**src/rtl/ax_btb_update_writer.sv**
```systemverilog
// ax_btb_update_writer
//   Producer side of the approximate-BCC BTB write port. Resolved branch results from the
//   IntEx lanes are compacted into an in-order update FIFO. They are drained as bank-conflict-free
//   write requests to the BTB RAM ports. After reset, an invalidation sweep clears every BTB entry
//   through port 0 before any result is accepted.
// Ports
//   clk, rst          clock, synchronous active-high reset
//   in_valid_i        per-lane result valid
//   in_index_i        per-lane BTB index
//   in_tag_i          per-lane tag
//   in_data_i         per-lane compressed target
//   wr_en_o           per-port write strobe
//   wr_index_o        per-port write index
//   wr_tag_o          per-port write tag
//   wr_data_o         per-port write target
//   wr_valid_o        per-port entry valid bit (0 during sweep)
//   stall_o           upstream must hold off new results
//   init_busy_o       invalidation sweep in progress
//   overflow_err_o    sticky: at least one result was dropped
module ax_btb_update_writer #(
    parameter int unsigned IN_WIDTH   = 2,
    parameter int unsigned OUT_WIDTH  = 2,
    parameter int unsigned INDEX_BITS = 9,
    parameter int unsigned BANK_BITS  = 1,
    parameter int unsigned TAG_BITS   = 7,
    parameter int unsigned DATA_BITS  = 12,
    parameter int unsigned DEPTH      = 8
) (
    input  logic                            clk,
    input  logic                            rst,
    input  logic [IN_WIDTH-1:0]             in_valid_i,
    input  logic [IN_WIDTH*INDEX_BITS-1:0]  in_index_i,
    input  logic [IN_WIDTH*TAG_BITS-1:0]    in_tag_i,
    input  logic [IN_WIDTH*DATA_BITS-1:0]   in_data_i,
    output logic [OUT_WIDTH-1:0]            wr_en_o,
    output logic [OUT_WIDTH*INDEX_BITS-1:0] wr_index_o,
    output logic [OUT_WIDTH*TAG_BITS-1:0]   wr_tag_o,
    output logic [OUT_WIDTH*DATA_BITS-1:0]  wr_data_o,
    output logic [OUT_WIDTH-1:0]            wr_valid_o,
    output logic                            stall_o,
    output logic                            init_busy_o,
    output logic                            overflow_err_o
);

    localparam int unsigned PTR_W = $clog2(DEPTH);
    localparam int unsigned CNT_W = $clog2(DEPTH + 1);
    localparam logic [INDEX_BITS-1:0] SWEEP_LAST = '1;

    typedef struct packed {
        logic [INDEX_BITS-1:0] index;
        logic [TAG_BITS-1:0]   tag;
        logic [DATA_BITS-1:0]  data;
    } entry_t;

    typedef enum logic {
        S_INIT = 1'b0,
        S_RUN  = 1'b1
    } state_e;

    state_e                state_q, state_d;
    logic [INDEX_BITS-1:0] sweep_q, sweep_d;
    logic [PTR_W-1:0]      head_q, head_d;
    logic [PTR_W-1:0]      tail_q, tail_d;
    logic [CNT_W-1:0]      count_q, count_d;
    logic                  overflow_q, overflow_d;
    entry_t                mem_q [DEPTH];
    entry_t                mem_d [DEPTH];

    logic [CNT_W-1:0]      popped;
    logic [CNT_W-1:0]      pushed;
    logic [CNT_W-1:0]      free;
    logic                  chain;
    logic                  ok;
    entry_t                cand;
    entry_t                lane_ent;

    // Write port drive: sweep on port 0, or in-order bank-conflict-free FIFO head candidates.
    always_comb begin
        popped     = '0;
        chain      = 1'b1;
        ok         = 1'b0;
        cand       = '0;
        wr_en_o    = '0;
        wr_index_o = '0;
        wr_tag_o   = '0;
        wr_data_o  = '0;
        wr_valid_o = '0;
        if (!rst && state_q == S_INIT) begin
            wr_en_o[0]                  = 1'b1;
            wr_index_o[INDEX_BITS-1:0]  = sweep_q;
        end else if (!rst && state_q == S_RUN) begin
            for (int k = 0; k < int'(OUT_WIDTH); k++) begin
                cand = mem_q[head_q + PTR_W'(k)];
                ok   = chain && (CNT_W'(k) < count_q);
                // chain guarantees every earlier candidate was taken, so compare against all of them
                for (int j = 0; j < k; j++) begin
                    if (mem_q[head_q + PTR_W'(j)].index[BANK_BITS-1:0] == cand.index[BANK_BITS-1:0]) begin
                        ok = 1'b0;
                    end
                end
                chain = ok;
                if (ok) begin
                    popped                                  = popped + CNT_W'(1);
                    wr_en_o[k]                              = 1'b1;
                    wr_valid_o[k]                           = 1'b1;
                    wr_index_o[k*INDEX_BITS +: INDEX_BITS]  = cand.index;
                    wr_tag_o[k*TAG_BITS +: TAG_BITS]        = cand.tag;
                    wr_data_o[k*DATA_BITS +: DATA_BITS]     = cand.data;
                end
            end
        end
    end

    // Next state: sweep progress, lane compaction into the FIFO, pointer and count update.
    always_comb begin
        state_d    = state_q;
        sweep_d    = sweep_q;
        overflow_d = overflow_q;
        mem_d      = mem_q;
        pushed     = '0;
        lane_ent   = '0;
        // a slot popped this cycle is already free for this cycle's push
        free       = CNT_W'(DEPTH) - count_q + popped;
        case (state_q)
            S_INIT: begin
                sweep_d = sweep_q + INDEX_BITS'(1);
                if (sweep_q == SWEEP_LAST) begin
                    state_d = S_RUN;
                end
            end
            S_RUN: begin
                for (int l = 0; l < int'(IN_WIDTH); l++) begin
                    if (in_valid_i[l]) begin
                        lane_ent.index = in_index_i[l*INDEX_BITS +: INDEX_BITS];
                        lane_ent.tag   = in_tag_i[l*TAG_BITS +: TAG_BITS];
                        lane_ent.data  = in_data_i[l*DATA_BITS +: DATA_BITS];
                        if (pushed < free) begin
                            mem_d[tail_q + PTR_W'(pushed)] = lane_ent;
                            pushed = pushed + CNT_W'(1);
                        end else begin
                            overflow_d = 1'b1;
                        end
                    end
                end
            end
            default: ;
        endcase
        count_d = count_q + pushed - popped;
        head_d  = head_q + PTR_W'(popped);
        tail_d  = tail_q + PTR_W'(pushed);
    end

    // Control state; reset flushes the FIFO and restarts the sweep.
    always_ff @(posedge clk) begin
        if (rst) begin
            state_q    <= S_INIT;
            sweep_q    <= '0;
            head_q     <= '0;
            tail_q     <= '0;
            count_q    <= '0;
            overflow_q <= 1'b0;
        end else begin
            state_q    <= state_d;
            sweep_q    <= sweep_d;
            head_q     <= head_d;
            tail_q     <= tail_d;
            count_q    <= count_d;
            overflow_q <= overflow_d;
            assert (count_d <= CNT_W'(DEPTH));
        end
    end

    // FIFO storage; contents outside [head, head+count) are don't-care, so no reset.
    always_ff @(posedge clk) begin
        mem_q <= mem_d;
    end

    assign init_busy_o    = rst || (state_q == S_INIT);
    assign stall_o        = rst || (state_q == S_INIT) || (count_q > CNT_W'(DEPTH - IN_WIDTH));
    assign overflow_err_o = overflow_q;

endmodule

```
**config.mk**
```make
export PLATFORM = sky130hd
export DESIGN_NAME = ax_btb_update_writer
export DESIGN_NICKNAME = d
export VERILOG_FILES = /design/src/rtl/ax_btb_update_writer.sv
export SDC_FILE = /design/constraint.sdc
export NUM_CORES = 1
export LEC_CHECK = 0
export BUFFER_PORTS_ARGS = -buffer_cell sky130_fd_sc_hd__buf_2
export CAP_MARGIN = 25
export CORE_AREA = 4 4 201 203
export DETAILED_ROUTE_END_ITERATION = 10
export DIE_AREA = 0 0 205 207
export MAX_ROUTING_LAYER = met4
export PLACE_DENSITY_LB_ADDON = 0.3
export SLEW_MARGIN = 20
export SYNTH_ARGS = -nofsm -noshare
export SYNTH_HDL_FRONTEND = slang
export SYNTH_SLANG_ARGS = --single-unit
```
**constraint.sdc**
```tcl
create_clock -name clk -period 14.2 [get_ports clk]
set_clock_uncertainty 0.05 [all_clocks]
set_input_delay 2.13 -clock clk [delete_from_list [all_inputs] [get_ports clk]]
set_output_delay 2.13 -clock clk [all_outputs]
set_load 0.02 [all_outputs]
```
### After elaboration in Yosys (flattened, before gate mapping)

Cells that the tools add are included.

| operators by class | value |
|---|---|
| add/subtract/negate cells | 11 |
| $lt $le $gt $ge | 11 |
| equal/unequal tests | 2 |
| multiplexer cells | 57 |
| bitwise gates (word level) | 5 |
| reductions and logical operators | 8 |

Operators by type and width:

| cell | number |
|---|---|
| 224-bit two-way mux | 5 |
| 224-bit bitwise mux | 2 |
| 28-bit binary-select mux with 3-bit select | 2 |
| 28-bit demux with 3-bit select | 2 |
| 28-bit two-way mux | 6 |
| 24-bit two-way mux | 2 |
| 4-bit two-way mux | 9 |
| 9-bit two-way mux | 4 |
| 14-bit two-way mux | 2 |
| 12-bit two-way mux | 2 |
| 18-bit two-way mux | 1 |
| 4-bit greater-or-equal comparator, second input constant | 4 |
| 1-bit two-way mux | 16 |
| 3-bit NOT with 4-bit output | 4 |
| 7-bit two-way mux | 2 |
| 1-bit by 4-bit less-than comparator with 1-bit output, first input constant | 3 |
| 3-bit adder | 3 |
| 9-bit by 1-bit adder with 9-bit output, second input constant | 1 |
| 9-bit equality test, second input constant | 1 |
| 4-bit by 1-bit adder with 4-bit output, second input constant | 2 |
| 4-bit adder | 2 |
| 4-bit by 1-bit less-than comparator with 1-bit output, second input constant | 2 |
| 1-bit logical AND | 5 |
| 4-bit by 3-bit greater-than comparator with 1-bit output, second input constant | 1 |
| other kinds (9) | 11 |

| storage, ports and cells | value |
|---|---|
| register bits after elaboration | 245 |
| input port bits | 60 |
| output and inout bits | 63 |

### Longest topological paths before layout

| logic depth | value |
|---|---|
| depth in word-level cells | 26 |
| mapped depth | 28 |
| mapped depth without buffers | 23 |

### Worst setup path after synthesis

OpenSTA, ideal clock, no wires.

| timing | value |
|---|---|
| kind | register to register |
| start point | reg state_q |
| end point | reg mem_q[203] (netlist name), data pin |
| arrival time | 9.238 ns |
| required time | 13.878 ns |
| path slack | 4.640 ns |
| stages on the path, launching flop included | 16 |
| buffers on the path | 2 |
| period minus slack after synthesis | 9.560 ns |
| cells stage by stage | dfxtp_1 -> nor2b_1 -> nand2_1 -> ha_1 -> fa_1 -> or3_1 -> or3_4 -> a31o_2 -> and2_1 -> ha_1 -> ha_1 -> or3b_1 -> clkbuf_1 -> clkbuf_1 -> a2111oi_0 -> a31oi_1 |

| on the way | value |
|---|---|
| longest elaborated chain between the ends | 17 |
| elaborated cells between the ends (all ways) | 24 |
| classes of those cells | 2 x add/sub; 4 x order compare; 13 x mux; 2 x bitwise; 3 x reduce/logical |

Ends and longest elaborated chain:

| element | RTL line | source |
|---|---|---|
| start, declared | 60 | `state_e state_q, state_d;` |
| start signal, assigned | 163 | `state_q <= state_d;` |
| 1-bit logical AND / 1-bit NOT (equally long branches) | - |  |
| 4-bit two-way mux / 1-bit logical AND (equally long branches) | 91, 88 |  |
| 4-bit two-way mux (*) | 88 | `if (!rst && state_q == S_INIT) begin` |
| 4-bit adder (*) | 123 | `free = CNT_W'(DEPTH) - count_q + popped;` |
| 1-bit by 4-bit less-than comparator with 1-bit output | 137 | `if (pushed < free) begin` |
| 1-bit two-way mux | 137 |  |
| 1-bit two-way mux | 133 | `if (in_valid_i[l]) begin` |
| 4-bit two-way mux | 124 | `case (state_q)` |
| 3-bit adder | 138 | `mem_d[tail_q + PTR_W'(pushed)] = lane_ent;` |
| 3-bit NOT with 4-bit output (not written as such) | 138 |  |
| 4-bit greater-or-equal comparator (not written as such) / 4-bit by 1-bit less-than comparator with 1-bit output (equally long branches) | 138 |  |
| 1-bit logical AND (not written as such) | 138 |  |
| 28-bit two-way mux (not written as such) | 138 |  |
| 28-bit demux with 3-bit select | 138 |  |
| 224-bit bitwise mux | 138 |  |
| 224-bit two-way mux | 137 |  |
| 224-bit two-way mux (*) | 133 |  |
| end signal, assigned | 175 | `mem_q <= mem_d;` |
| end, declared | 66 | `entry_t mem_q [DEPTH];` |

Mark *: on every way between the ends. The rest lies on a longest branch, timed or not. The select of a mux whose other input is x is not followed.
A chain may end at the register's enable or synchronous reset.

### Final worst setup path

| timing | value |
|---|---|
| start point | reg head_q[0] |
| end point | reg mem_q[5] (netlist name), data pin |

| on the way | value |
|---|---|
| longest elaborated chain between the ends | 26 |
| elaborated cells between the ends (all ways) | 35 |
| classes of those cells | 3 x add/sub; 4 x order compare; 1 x eq/ne; 23 x mux; 3 x bitwise; 1 x reduce/logical |

Ends and longest elaborated chain:

| element | RTL line | source |
|---|---|---|
| start, declared | 62 | `logic [PTR_W-1:0] head_q, head_d;` |
| start signal, assigned | 158 | `head_q <= '0;` |
| start signal, assigned | 165 | `head_q <= head_d;` |
| 3-bit by 1-bit adder with 3-bit output | 93 | `cand = mem_q[head_q + PTR_W'(k)];` |
| 3-bit NOT with 4-bit output (not written as such) | 93 |  |
| 28-bit binary-select mux with 3-bit select | 93 |  |
| 28-bit two-way mux (not written as such) (2 in series) | 93 |  |
| 1-bit equality test (*) | 97 | `if (mem_q[head_q + PTR_W'(j)].index[BANK_BITS-1:0] == cand.index[BANK_BITS-1:0]) begin` |
| 1-bit two-way mux (*) | 97 |  |
| 1-bit two-way mux (*) | 91 | `end else if (!rst && state_q == S_RUN) begin` |
| 1-bit two-way mux (*) | 88 |  |
| [... 9 more ...] | - |  |
| 3-bit NOT with 4-bit output (not written as such) | 138 |  |
| 4-bit greater-or-equal comparator (not written as such) / 4-bit by 1-bit less-than comparator with 1-bit output (equally long branches) | 138 |  |
| 1-bit logical AND (not written as such) | 138 |  |
| 28-bit two-way mux (not written as such) | 138 |  |
| 28-bit demux with 3-bit select | 138 |  |
| 224-bit bitwise mux | 138 |  |
| 224-bit two-way mux | 137 |  |
| 224-bit two-way mux (*) | 133 |  |

Marks and branches as above.

==> impl_metrics.py <==
metrics = {
    "layout": {
        "regArea_um2": 7158,
        "layout.cells.non_filler": 2329,
        "multi_input_area_um2": 10730,
        "area_delta_synth_final_pct": 8.486,
        "n_fill_cell": 3362,
        "final_nets": 1871,
        "drive_gt1_share_pct": 19.45,
    },
    "global_route": {
        "grt_overflow": 0,
        "gr-usage-all-layers_pct": 31.96,
        "grt_max_degree": 286,
        "grt_pass1_wl_um": 105100,
        "first_global_vias": 17130,
        "antenna_found_initial": 1,
    },
    "setup_path": {
        "arrival_ns": 8.83,
        "reg2regPathDepth": 22,
        "rrSetupSlack_ns": 5.63,
        "cp_slowest_stage_delay_ns": 0.76,
        "cp-end-kind": "flip-flop",
        "crit_type": "flip-flop to flip-flop",
        "cp_num_buf_inv": 3,
        "cp_max_fo": 58,
        "slowest_stage": "buf_4",
        "r2r_end": "mem_q[5]",
        "crit_chain": "ha_4 > buf_4 > mux4_2 > xor2_1 > o22a_1 > nand2_2 > nor2_1 > ha_1 > nand2_1 > ha_1 > fa_1 > or3_1 > or3_4 > a31o_2 > and2_1 > ha_1 > ha_1 > nand3_2 > buf_4 > a211o_1 > buf_4 > a31oi_1",
        "timing.critical_path.mode_cell": "ha_1",
        "cp-start-kind": "flip-flop",
        "crit_cells": 22,
        "r2r-start": "head_q[0]",
        "crit_family": "adder cells",
        "cp.required_ns": 14.46,
    },
    "worst_hold_path": {
        "hp-class": "flip-flop to flip-flop",
        "min_path_cells": 2,
        "holdCritStartpoint": "sweep_q[8]",
        "min_to": "sweep_q[8]",
    },
    "clock_network": {
        "numCtsBuffers": 30,
        "path_clk_slew_ns": 0.06,
        "ctsHtreeMaxLevel": 1,
        "cts-root-buf": "clkbuf_16",
        "cts_sinks": 245,
        "post_cts_resized": 0,
        "worstSkewPairLatency_ns": 0.57,
        "cts_hold_buf": 0,
        "cts_tree": "built",
        "post_cts_buffers": 0,
        "clockBufferDepth": 3,
    },
    "synthesis": {
        "ys_types": 50,
        "synth_nets": 1939,
        "async_flop_share_pct": 0,
        "synth_edf_count": 224,
        "ys.flop_type": "edfxtp_1",
        "ys_seq_elements": 245,
        "synth_warnings": 0,
        "syn-cell-area_um2": 19030,
        "ys_seq_area_share_pct": 37.55,
        "syn_inst": 1857,
        "avgSynthCellArea_um2": 10.25,
    },
    "run": {
        "max-cap-violations": 0,
    },
    "routing": {
        "vias": 17960,
        "drc_errors": 0,
        "avgRoutedWirePerCell_um": 29.64,
        "wl_um": 69030,
        "drt_iter0_markers": 3011,
        "viasPerCell": 7.711,
        "drt.antenna.violating_nets": 0,
        "first_pass_iters": 6,
    },
    "floorplan": {
        "dieHeight_um": 207,
        "rows": 72,
        "die-area_um2": 42440,
        "core_region_area_um2": 38470,
        "die_x_um": 205,
        "initial_core_util_pct": 49.48,
        "ios": 123,
    },
    "timing": {
        "hold_ws_ns": 0.4991,
        "rsz0062_at_grt": "false",
        "clock.fmax_mhz": 116.7,
        "relSlewSlack_pct": 19.79,
        "setup_viol": 0,
        "layout_setup_ws_ns": 5.632,
        "post-route-period-util_pct": 60.34,
        "drv_slew": 0,
        "setup_tns_ns": 0,
        "hold_violations": 0,
        "layout_min_cycle_time_ns": 8.568,
        "tightest_slew_ns": 1.203,
    },
    "power_and_ir_drop": {
        "power_density_nw_per_um2": 79.74,
        "ir_worst_vdd_mv": 0.09006,
        "leakage_nw": 5.762,
    },
    "place": {
        "gp_congestion": 0.8422,
        "dp_hpwl_um": 37660,
        "port_buffers": 122,
        "pre_cts_ws_ns": 5.780,
        "dp.cells": 2272,
    },
    "status": {
        "status": "finished, final reports clean",
    },
}
==> through the flow <==
step,cell area [µm²],utilization [%],power [mW]
floorplan,19030,-,0.8247
global placement,19530,50.76,0.8558
global route,20650,53.68,1.675
CTS,20560,53.46,1.641
finish,20650,53.68,1.647
detailed placement,19580,50.91,0.8578
==> power breakdown <==
| part | internal, mW | switching, mW | total [mW] |
|---|---|---|---|
| Clock | 0.466 | 0.336 | 0.801 |
| Sequential | 0.779 | 0.000855 | 0.780 |
| Combinational | 0.0187 | 0.0468 | 0.0655 |
| Total | 1.26 | 0.383 | 1.65 |
==> worst reg2reg max path: cells and delay by family (launching register included) <==
| family | cells | cell delay (ns) |
|---|---|---|
| adder cells (fa/ha/maj) | 6 | 2.17 |
| buffers and inverters | 3 | 1.83 |
| AND/OR/NAND/NOR | 7 | 1.76 |
| AO/OA/AOI/OAI | 4 | 1.25 |
| multiplexers | 1 | 0.67 |
| flip-flops | 1 | 0.41 |
| XOR/XNOR | 1 | 0.17 |
==> final cells by class <==
type | instances | area share, %
Multi-Input combinational cell | 1328 | 51.96
Inverter | 16 | 0.2908
Clock buffer | 33 | 3.793
Sequential cell | 245 | 34.66
Clock inverter | 20 | 0.9634
Antenna cell | 1 | 0.01212
Timing Repair Buffer | 168 | 5.174
Tap cell | 518 | 3.139
==> cells in the final DEF (no fill, tap or decap), types with 31 or more instances in the layout <==
cell	instances
o21ai_0	228
or3_1	225
a31oi_1	225
a2111oi_0	224
edfxtp_1	224
buf_2	122
mux4_2	112
mux2i_1	57
nand2_1	47
nor2_1	42
buf_4	40
nand2b_1	31
clkbuf_16	31
==> flip-flops by register name, summed over array words and instances, names as in the netlist <==
name / flops
sweep_q: 9
mem_q: 224
overflow_err_o: 1
state_q: 1
tail_q: 3
count_q: 4
head_q: 3
==> synth_stat cells (all sizes together) (33+ instances only) <==
cell	count	area (µm²)
o21ai	234	1175
a31oi	226	1429
or3	226	1419
a2111oi	224	1962
edfxtp	224	6726
clkbuf	182	715.7
mux4	112	2522
buf	86	466.7
mux2i	57	570.6
nand2	49	183.9
nor2	42	157.7
nand2b	33	206.5
==> metal layers <==
metal  track usage, %  part of all wire, %  vias to the layer above
met4            10.40                  3.7                        0
li1                 -                    -                     7548
met2            46.97                   45                     1474
met3            6.272                   13                      213
met5                -                    0                        -
met1            44.91                   38                     8723
==> worst max-delay path by stage <==
stage               startpoint         end  slack [ns]
floorplan              state_q  mem_q[203]        4.64
global placement     head_q[0]   mem_q[58]        5.92
detailed placement   head_q[0]   mem_q[42]        5.78
CTS                  head_q[0]  mem_q[222]        5.77
global route         head_q[0]   mem_q[24]        5.26
finish               head_q[0]    mem_q[5]        5.63
==> cell families (layout without fill, tap and decap cells) <==
group	after synthesis	in the layout	share of synthesized area [%]
AND/OR/NAND/NOR	413	413	12.25
flip-flops	245	245	37.55
XOR/XNOR	18	18	0.8677
AO/OA/AOI/OAI	705	705	24.85
adder cells (fa/ha/maj)	22	22	1.643
multiplexers	170	170	16.31
buffers and inverters	284	237	6.527
other	0	1	0
Note: power is estimated with default switching activity, not from simulation.
